==> src/rtl/rgb_sinp.sv <==
// rgb_sinp: receive-side decoder for WS2812b-style single-wire LED streams.
//
// The serial line is synchronised and edge-detected. Each high pulse is
// timed and classified as a "0" or "1" bit by width. Bits are assembled
// MSB-first into 24-bit G-R-B pixels. A long low on the line is a
// stream-reset. Every pixel and every stream-reset becomes one 32-bit word
// written into a FIFO.
//
// Word layout: [31] valid, [30] stream_reset, [29:24] zero, [23:16] G,
//              [15:8] R, [7:0] B.
//
// Ports:
//   clk               clock (96 MHz, same domain as FIFO write clock)
//   rst               synchronous active-high reset
//   in_sig            asynchronous serial input
//   in_wr_fifo_full   FIFO full; a word presented while full is dropped
//   out_wr_fifo_en    one-clock write strobe per word
//   out_wr_fifo_data  word, valid in the same clock as out_wr_fifo_en
//   out_overflow      sticky until rst: a word was dropped on full
//
// Optional feature: define RGB_SINP_GLITCH_FILTER_EN to add a 3-sample
// stable filter after the synchroniser (pulses/gaps of 1-2 clocks vanish,
// widths preserved, all write latencies grow by 2 clocks).

module rgb_sinp #(
    parameter int unsigned T_THRESH    = 58,
    parameter int unsigned MIN_HIGH    = 8,
    parameter int unsigned RST_LOW     = 4800,
    parameter int unsigned COUNTER_MAX = 7800
) (
    input  logic        clk,
    input  logic        rst,
    input  logic        in_sig,
    input  logic        in_wr_fifo_full,
    output logic        out_wr_fifo_en,
    output logic [31:0] out_wr_fifo_data,
    output logic        out_overflow
);

    localparam int unsigned CNT_W = $clog2(COUNTER_MAX + 1);

    typedef enum logic [1:0] {
        StIdle,
        StLowWait,
        StHigh,
        StStuck
    } state_e;

    // ------------------------------------------------------------------
    // Input synchroniser (and optional stable filter)
    // ------------------------------------------------------------------
    logic sync1_q, sync2_q;
    logic sig_s, sig_p_q;

    always_ff @(posedge clk) begin
        if (rst) begin
            sync1_q <= 1'b0;
            sync2_q <= 1'b0;
        end else begin
            sync1_q <= in_sig;
            sync2_q <= sync1_q;
        end
    end

`ifdef RGB_SINP_GLITCH_FILTER_EN
    logic sync3_q, filt_q;

    // sync1/sync2/sync3 hold three consecutive samples; the filtered level
    // only follows once all three agree, adding exactly two clocks of delay.
    always_ff @(posedge clk) begin
        if (rst) begin
            sync3_q <= 1'b0;
            filt_q  <= 1'b0;
        end else begin
            sync3_q <= sync2_q;
            if ((sync1_q == sync2_q) && (sync2_q == sync3_q)) begin
                filt_q <= sync2_q;
            end
        end
    end

    assign sig_s = filt_q;
`else
    assign sig_s = sync2_q;
`endif

    always_ff @(posedge clk) begin
        if (rst) begin
            sig_p_q <= 1'b0;
        end else begin
            sig_p_q <= sig_s;
        end
    end

    logic rise, fall;
    assign rise = sig_s & ~sig_p_q;
    assign fall = ~sig_s & sig_p_q;

    // ------------------------------------------------------------------
    // Width counter: on a fall cycle cnt_q equals the exact number of
    // clocks the line was high; cnt_d is the length of the current level
    // including this clock.
    // ------------------------------------------------------------------
    logic [CNT_W-1:0] cnt_q, cnt_d;

    always_comb begin
        cnt_d = cnt_q;
        if (rise || fall) begin
            cnt_d = CNT_W'(1);
        end else if (cnt_q != CNT_W'(COUNTER_MAX)) begin
            cnt_d = cnt_q + CNT_W'(1);
        end
    end

    always_ff @(posedge clk) begin
        if (rst) begin
            cnt_q <= '0;
        end else begin
            cnt_q <= cnt_d;
        end
    end

    // ------------------------------------------------------------------
    // Decode FSM
    // ------------------------------------------------------------------
    state_e      state_q, state_d;
    logic [23:0] sr_q, sr_d;
    logic [4:0]  bitcnt_q, bitcnt_d;
    logic        armed_q, armed_d;
    logic        wr_req_q, wr_req_d;
    logic [31:0] wr_data_q, wr_data_d;

    always_comb begin
        state_d   = state_q;
        sr_d      = sr_q;
        bitcnt_d  = bitcnt_q;
        armed_d   = armed_q;
        wr_req_d  = 1'b0;
        wr_data_d = wr_data_q;

        unique case (state_q)
            StIdle: begin
                if (rise) begin
                    state_d = StHigh;
                    armed_d = 1'b1;
                end
            end

            StLowWait: begin
                if (rise) begin
                    state_d = StHigh;
                    armed_d = 1'b1;
                end else if (cnt_d == CNT_W'(RST_LOW)) begin
                    // Stream-reset; any partial pixel is dropped silently.
                    if (armed_q) begin
                        wr_req_d  = 1'b1;
                        wr_data_d = 32'hC000_0000;
                    end
                    armed_d  = 1'b0;
                    bitcnt_d = '0;
                    state_d  = StIdle;
                end
            end

            StHigh: begin
                if (fall) begin
                    state_d = StLowWait;
                    if (cnt_q >= CNT_W'(MIN_HIGH)) begin
                        sr_d = {sr_q[22:0], (cnt_q >= CNT_W'(T_THRESH))};
                        if (bitcnt_q == 5'd23) begin
                            wr_req_d  = 1'b1;
                            wr_data_d = {8'h80, sr_d};
                            bitcnt_d  = '0;
                        end else begin
                            bitcnt_d = bitcnt_q + 5'd1;
                        end
                    end
                end else if (cnt_d == CNT_W'(RST_LOW)) begin
                    // Line stuck high: abandon the partial pixel.
                    state_d  = StStuck;
                    bitcnt_d = '0;
                end
            end

            StStuck: begin
                if (fall) begin
                    state_d = StLowWait;
                end
            end

            default: begin
                state_d = StIdle;
            end
        endcase
    end

    always_ff @(posedge clk) begin
        if (rst) begin
            state_q   <= StIdle;
            sr_q      <= '0;
            bitcnt_q  <= '0;
            armed_q   <= 1'b0;
            wr_req_q  <= 1'b0;
            wr_data_q <= '0;
        end else begin
            state_q   <= state_d;
            sr_q      <= sr_d;
            bitcnt_q  <= bitcnt_d;
            armed_q   <= armed_d;
            wr_req_q  <= wr_req_d;
            wr_data_q <= wr_data_d;
        end
    end

    // ------------------------------------------------------------------
    // FIFO write stage: drop on full and remember that it happened.
    // ------------------------------------------------------------------
    always_ff @(posedge clk) begin
        if (rst) begin
            out_wr_fifo_en   <= 1'b0;
            out_wr_fifo_data <= '0;
            out_overflow     <= 1'b0;
        end else begin
            out_wr_fifo_en <= wr_req_q & ~in_wr_fifo_full;
            if (wr_req_q && !in_wr_fifo_full) begin
                out_wr_fifo_data <= wr_data_q;
            end
            if (wr_req_q && in_wr_fifo_full) begin
                out_overflow <= 1'b1;
            end
        end
    end

endmodule

==> config.mk <==
export PLATFORM = sky130hd
export DESIGN_NAME = rgb_sinp
export DESIGN_NICKNAME = d
export VERILOG_FILES = /design/src/rtl/rgb_sinp.sv
export SDC_FILE = /design/constraint.sdc
export NUM_CORES = 1
export LEC_CHECK = 0
export BUFFER_PORTS_ARGS = -buffer_cell sky130_fd_sc_hd__buf_2
export CAP_MARGIN = 20
export CORE_MARGIN = 3
export CORE_UTILIZATION = 59
export CTS_BUF_LIST = sky130_fd_sc_hd__clkbuf_16
export CTS_CLUSTER_DIAMETER = 30
export DETAILED_ROUTE_END_ITERATION = 8
export PLACE_DENSITY = 0.91
export SLEW_MARGIN = 10
export SYNTH_ARGS = -nofsm -noshare
export SYNTH_HDL_FRONTEND = slang
export SYNTH_SLANG_ARGS = --single-unit
==> constraint.sdc <==
create_clock -name clk -period 3.1 [get_ports clk]
set_clock_uncertainty 0.15 [all_clocks]
set_input_delay 0.62 -clock clk [delete_from_list [all_inputs] [get_ports clk]]
set_output_delay 0.62 -clock clk [all_outputs]
set_load 0.005 [all_outputs]
==> results.cfg, run 1 <==
[worst_setup_path]
cp_max_fo = 8
critPathLaunchType = flip-flop
worst_path_max_delay_cell = or4_4
max_stage_delay_ns = 0.55
crit_path_end_kind = flip-flop
critPathRequiredTime_ns = 3.21
crit_arrival_ns = 3.05
critPathKind = reg -> reg
cp_cell_sequence = ha_1, and3_1, o22ai_1, a311o_1, or3_1, or4_4, a211oi_2

[final_layout]
insertedDiodeCount = 0
fin_cells = 660
area_delta_synth_final_pct = 10.34
drive_gt1_share_pct = 10.52
nNetsFinal = 569
regArea_um2 = 2042
multi_input_area_um2 = 2203
nFillCells = 559

[floorplan]
pin_count = 38
dieArea_um2 = 8649
core_um2 = 7292
rows = 31
die_y_um = 93
start_util_pct = 61.24
die_x_um = 93

[worst_hold_path]
holdCritPathClass = reg -> reg

[route]
drc = 0
drt-total-wl_um = 9226
antenna_left = 0
vias = 3649
initialDrtViolationCount = 200
drt_pre_antenna_iters = 5
post_drt_via_cell_ratio = 5.529
wl_per_cell_um = 13.98

[logic_synthesis]
synth_top_area_share_pct = 45.73
synth-edff-count = 0
synth_area_leaders = dfxtp_1, nand2_1, a21oi_1
syn_inst = 544
ys_types = 48
async_flop_share_pct = 0
synth-warning-count = 0
yosys.area.top_type = dfxtp_1
synth-seq-cells = 102
ys.flop_type = dfxtp_1
synth.avg_cell_area_um2 = 8.209
synth_area_um2 = 4466
ys_seq_area_share_pct = 45.73

[timing]
tns_ns = 0
fmax_ghz = 0.3405
relSlewSlack_pct = 37.22
min_period_over_period_pct = 94.74
finalCriticalPeriod_ns = 2.937
hold_viol = 0
drv_slew = 0
worst_pin_slew_ns = 0.9418
rsz0062_at_grt = no
setup-violations-final = 0

[global_route]
grt_first_pass_wirelength_um = 15730
grt_pass1_vias = 3525
grt_use_total_pct = 22.20
antenna_found_initial = 0
grt-ovfl-total = 0
grt_max_degree = 68

[clock_network]
numCtsBuffers = 9
root_buffer = clkbuf_16
clock_sinks = 102
cts_hold_buffers = 0
cts_tree = built
clock_latency_ns = 0.34
clockBufferDepth = 2
clk_pin_slew_ns = 0.07
cts_max_level = 3

[power_and_ir_drop]
power_density_nw_per_um2 = 533.5
power.leakage_nw = 1.758
vdd_ir_drop_max_v = 0.0003357

[placement]
gp_congestion = 0.9287
dp_cells = 644
portBuffers = 31
place_hpwl_um = 6140

[run]
cap_violations = 0

[outcome]
status = finished clean
[what timing repair did]
action                                  CTS  global route
resized for setup                         0             1
setup buffers                             0             0
endpoints found under the setup margin    0             1
[worst paths after layout]
path,from,end,slack (ns),cells after the start
max,cnt_q[0]$_SDFF_PP0_,wr_req_q$_SDFF_PP0_,0.16,7
min,out_wr_fifo_data[15]$_SDFFE_PP0P_,out_wr_fifo_data[15]$_SDFFE_PP0P_,0.30,2
max reg2reg,cnt_q[0]$_SDFF_PP0_,wr_req_q$_SDFF_PP0_,0.16,7
min reg2reg,out_wr_fifo_data[15]$_SDFFE_PP0P_,out_wr_fifo_data[15]$_SDFFE_PP0P_,0.30,2
[worst max-delay path: cells and delay by family (launching register included)]
kind                     cells  cell delay (ns)
AND/OR/NAND/NOR              3             1.26
AO/OA/AOI/OAI                3             0.69
adder cells (fa/ha/maj)      1             0.29
flip-flops                   1             0.47
[Yosys cell counts (3+ instances only)]
| library cell | n |
|---|---|
| nand2_1 | 136 |
| dfxtp_1 | 102 |
| a21oi_1 | 61 |
| nand2b_1 | 29 |
| mux2i_1 | 27 |
| nor2_1 | 26 |
| clkbuf_1 | 19 |
| inv_1 | 13 |
| buf_4 | 11 |
| nand3_1 | 10 |
| ha_1 | 9 |
| nor3_1 | 9 |
| o21ai_0 | 9 |
| nor2b_1 | 7 |
| buf_2 | 6 |
| buf_1 | 5 |
| xor2_1 | 5 |
| and3_1 | 4 |
| nor4_1 | 4 |
| or3_1 | 4 |
| xnor2_1 | 4 |
| a211oi_1 | 3 |
| a31oi_1 | 3 |
| nand4_1 | 3 |
| nand4b_1 | 3 |
| o211ai_1 | 3 |
| o22ai_1 | 3 |
[placed cells by master (no fill, tap or decap), types with 4 or more instances in the layout]
master     synthesis  final
mux2i_1           27     27
a21oi_1           61     61
nor2b_1            7      7
xor2_1             5      5
inv_1             13     14
and3_1             4      4
ha_1               9      9
nand2b_1          29     29
buf_2              6     31
o21ai_0            9      9
or3_1              4      4
nand3_1           10     10
buf_4             11      4
clkbuf_16          0      9
conb_1             1      6
xnor2_1            4      4
dfxtp_1          102    102
nor2_1            26     26
nor3_1             9      9
nand2_1          136    136
[flip-flops by register name, indices dropped and copies added (netlist names), 2 cells and up]
signal and flops:
bitcnt_q 5, wr_data_q 26, out_wr_fifo_data 26, state_q 2
cnt_q 13, sr_q 23
[power breakdown]
part | switching (mW) | internal [mW] | leakage, nW
registers | 0.0191 | 1.33 | 0.823
logic | 0.137 | 0.0879 | 0.798
clock network | 0.502 | 0.555 | 0.137
total | 0.658 | 1.97 | 1.76
[stage by stage]
stage / hold slack, ns / instance area (um^2) / power [mW] / util [%] / setup slack (ns)
final: 0.3001 / 4927 / 2.629 / 67.57 / 0.1632
after global routing: 0.3216 / 4927 / 2.718 / 67.57 / 0.1007
after CTS: 0.3039 / 4921 / 2.643 / 67.48 / 0.1921
after detailed placement: 0.2946 / 4637 / 1.597 / 63.59 / 0.2479
after global placement: 0.2902 / 4637 / 1.586 / 63.59 / 0.3389
after floorplan: 0.2638 / 4484 / 1.554 / - / 0.4287
[per-layer routing]
metal,wire [um],up-vias,track usage (%)
met5,0,-,0
met4,170,0,8.669
met3,419,18,4.747
met2,4655,100,38.69
met1,3980,1693,26.68
li1,-,1838,-
[final cells by class]
| type | count | share of cell area, % |
|---|---|---|
| multi-input cells | 393 | 44.72 |
| clock buffers | 9 | 4.571 |
| repair buffers | 37 | 4.571 |
| clock inverters | 7 | 1.193 |
| flip-flops and latches | 102 | 41.44 |
| well taps | 99 | 2.514 |
| inverters | 13 | 0.9903 |
[cell families (layout without fill, tap and decap cells)]
group | after synthesis | count (layout) | share of synthesized area, %
AND/OR/NAND/NOR | 244 | 244 | 25.22
other | 1 | 6 | 0.08398
multiplexers | 27 | 27 | 6.052
flip-flops | 102 | 102 | 45.73
XOR/XNOR | 9 | 9 | 1.765
AO/OA/AOI/OAI | 98 | 98 | 13.00
buffers and inverters | 54 | 66 | 5.632
adder cells (fa/ha/maj) | 9 | 9 | 2.522
No activity file was read; power rests on OpenSTA's default activity.
==> inputs of run 2 (changes only) <==
Settings changed: ABC_AREA set to 0, PLACE_DENSITY 0.91 to 0.8.
==> results.cfg, run 2 (same netlist as run 1, synthesis figures left out) <==
[outcome]
status = finished clean

[final_layout]
final_common_cell = nand2_1
design_area_um2 = 4943
multi_input_area_um2 = 2197
nFillCells = 585
nNetsFinal = 572
area_delta_synth_final_pct = 10.70
final_cell_mix = nand2_1, dfxtp_1, a21oi_1
reg.largest.list = out_wr_fifo_data: 26 flops, wr_data_q: 26 flops, sr_q: 23 flops
regArea_um2 = 2042
drive_gt1_share_pct = 10.82
insertedDiodeCount = 0

[route]
wl_met2_um = 4127
drt-total-wl_um = 8509
route.met3.wl_um = 434
drt_pre_antenna_iters = 5
wl_per_cell_um = 12.83
vias = 3623
drc = 0
initialDrtViolationCount = 187
top_layer = met4
post_drt_via_cell_ratio = 5.465
met1_length_um = 3724
antenna_left = 0

[global_route]
grt_max_degree = 76
grt-ovfl-total = 0
grt_pass1_vias = 3412
grt_use_total_pct = 20.86
antenna_found_initial = 0
grt_first_pass_wirelength_um = 14840

[power_and_ir_drop]
vdd_ir_drop_max_v = 0.0002666
power.leakage_nw = 1.771
power_density_nw_per_um2 = 529.4

[clock_network]
cts_hold_buffers = 0
cts_tree = built
root_buffer = clkbuf_16
clock_sinks = 102
clock_latency_ns = 0.34
clockBufferDepth = 2
numCtsBuffers = 9
cts_resized = 0
cts_max_level = 3
clk_pin_slew_ns = 0.07
cts_setup_buffers = 0

[timing]
setup-violations-final = 0
drv_slew = 0
finalCriticalPeriod_ns = 2.862
hold_viol = 0
min_period_over_period_pct = 92.32
tns_ns = 0
fmax_ghz = 0.3494
whs_ns = 0.2937
rsz0062_at_grt = no
relSlewSlack_pct = 60.98
worst_pin_slew_ns = 0.5792

[worst_setup_path]
critPathRequiredTime_ns = 3.21
crit_path_end_kind = flip-flop
critPathKind = reg -> reg
critPathLaunchType = flip-flop
cp_max_fo = 8
crit_arrival_ns = 2.98

[placement]
portBuffers = 31
gp_congestion = 0.8738
place_hpwl_um = 5798
placed_area_um2 = 4659

[floorplan]
rows = 31
core_um2 = 7292
die_x_um = 93
pin_count = 38
die_y_um = 93
dieArea_um2 = 8649
start_util_pct = 61.24

[run]
cap_violations = 0

[worst_hold_path]
holdCritPathClass = reg -> reg
-- run 2: cell types whose count changed in the layout (fill, tap and decap cells not counted), sizes merged --
cell	previous run	this run
inv	16	17
clkinv	2	1
buf	37	40
-- run 2: through the flow --
step | std cells | worst slack (ns) | power, mW | util [%]
floorplan | 549 | 0.4287 | 1.554 | -
global placement | 647 | 0.3398 | 1.590 | 63.90
detailed placement | 647 | 0.2575 | 1.595 | 63.90
CTS | 663 | 0.2356 | 2.638 | 67.79
global route | 663 | 0.1149 | 2.723 | 67.79
finish | 663 | 0.2379 | 2.617 | 67.79
-- run 2: final timing paths --
path	start	endpoint	slack [ns]	cells past startpoint
worst min register to register	wr_data_q[31]$_SDFFE_PP0P_	out_wr_fifo_data[31]$_SDFFE_PP0P_	0.29	2
worst max-delay path	cnt_q[0]$_SDFF_PP0_	wr_req_q$_SDFF_PP0_	0.24	7
worst max register to register	cnt_q[0]$_SDFF_PP0_	wr_req_q$_SDFF_PP0_	0.24	7
worst min-delay path	wr_data_q[31]$_SDFFE_PP0P_	out_wr_fifo_data[31]$_SDFFE_PP0P_	0.29	2
-- run 2: area by class of cell --
cell class | instances | area share (%)
multi-input cells | 393 | 44.44
flip-flops and latches | 102 | 41.31
repair buffers | 40 | 5.011
clock buffers | 9 | 4.556
well taps | 99 | 2.506
clock inverters | 7 | 1.190
inverters | 13 | 0.9871
-- run 2: report_power, final --
part	leakage (nW)	switching (mW)	total, mW	internal [mW]
sequential	0.823	0.0186	1.35	1.33
combinational	0.810	0.132	0.220	0.0879
clock	0.137	0.495	1.05	0.557
total	1.77	0.645	2.62	1.97
-- run 2: metal layers --
layer | vias to the layer above | track usage, %
met5 | - | 0
met4 | 0 | 9.280
met3 | 27 | 3.701
met2 | 103 | 35.75
met1 | 1653 | 25.60
li1 | 1840 | -
-- run 2: critical path, stage by stage (launching register included) --
cell      delay, ns
dfxtp_1        0.46
ha_1           0.29
and3_1         0.20
o22ai_1        0.08
a311o_1        0.36
or3_1          0.48
or4_4          0.55
a211oi_2       0.22
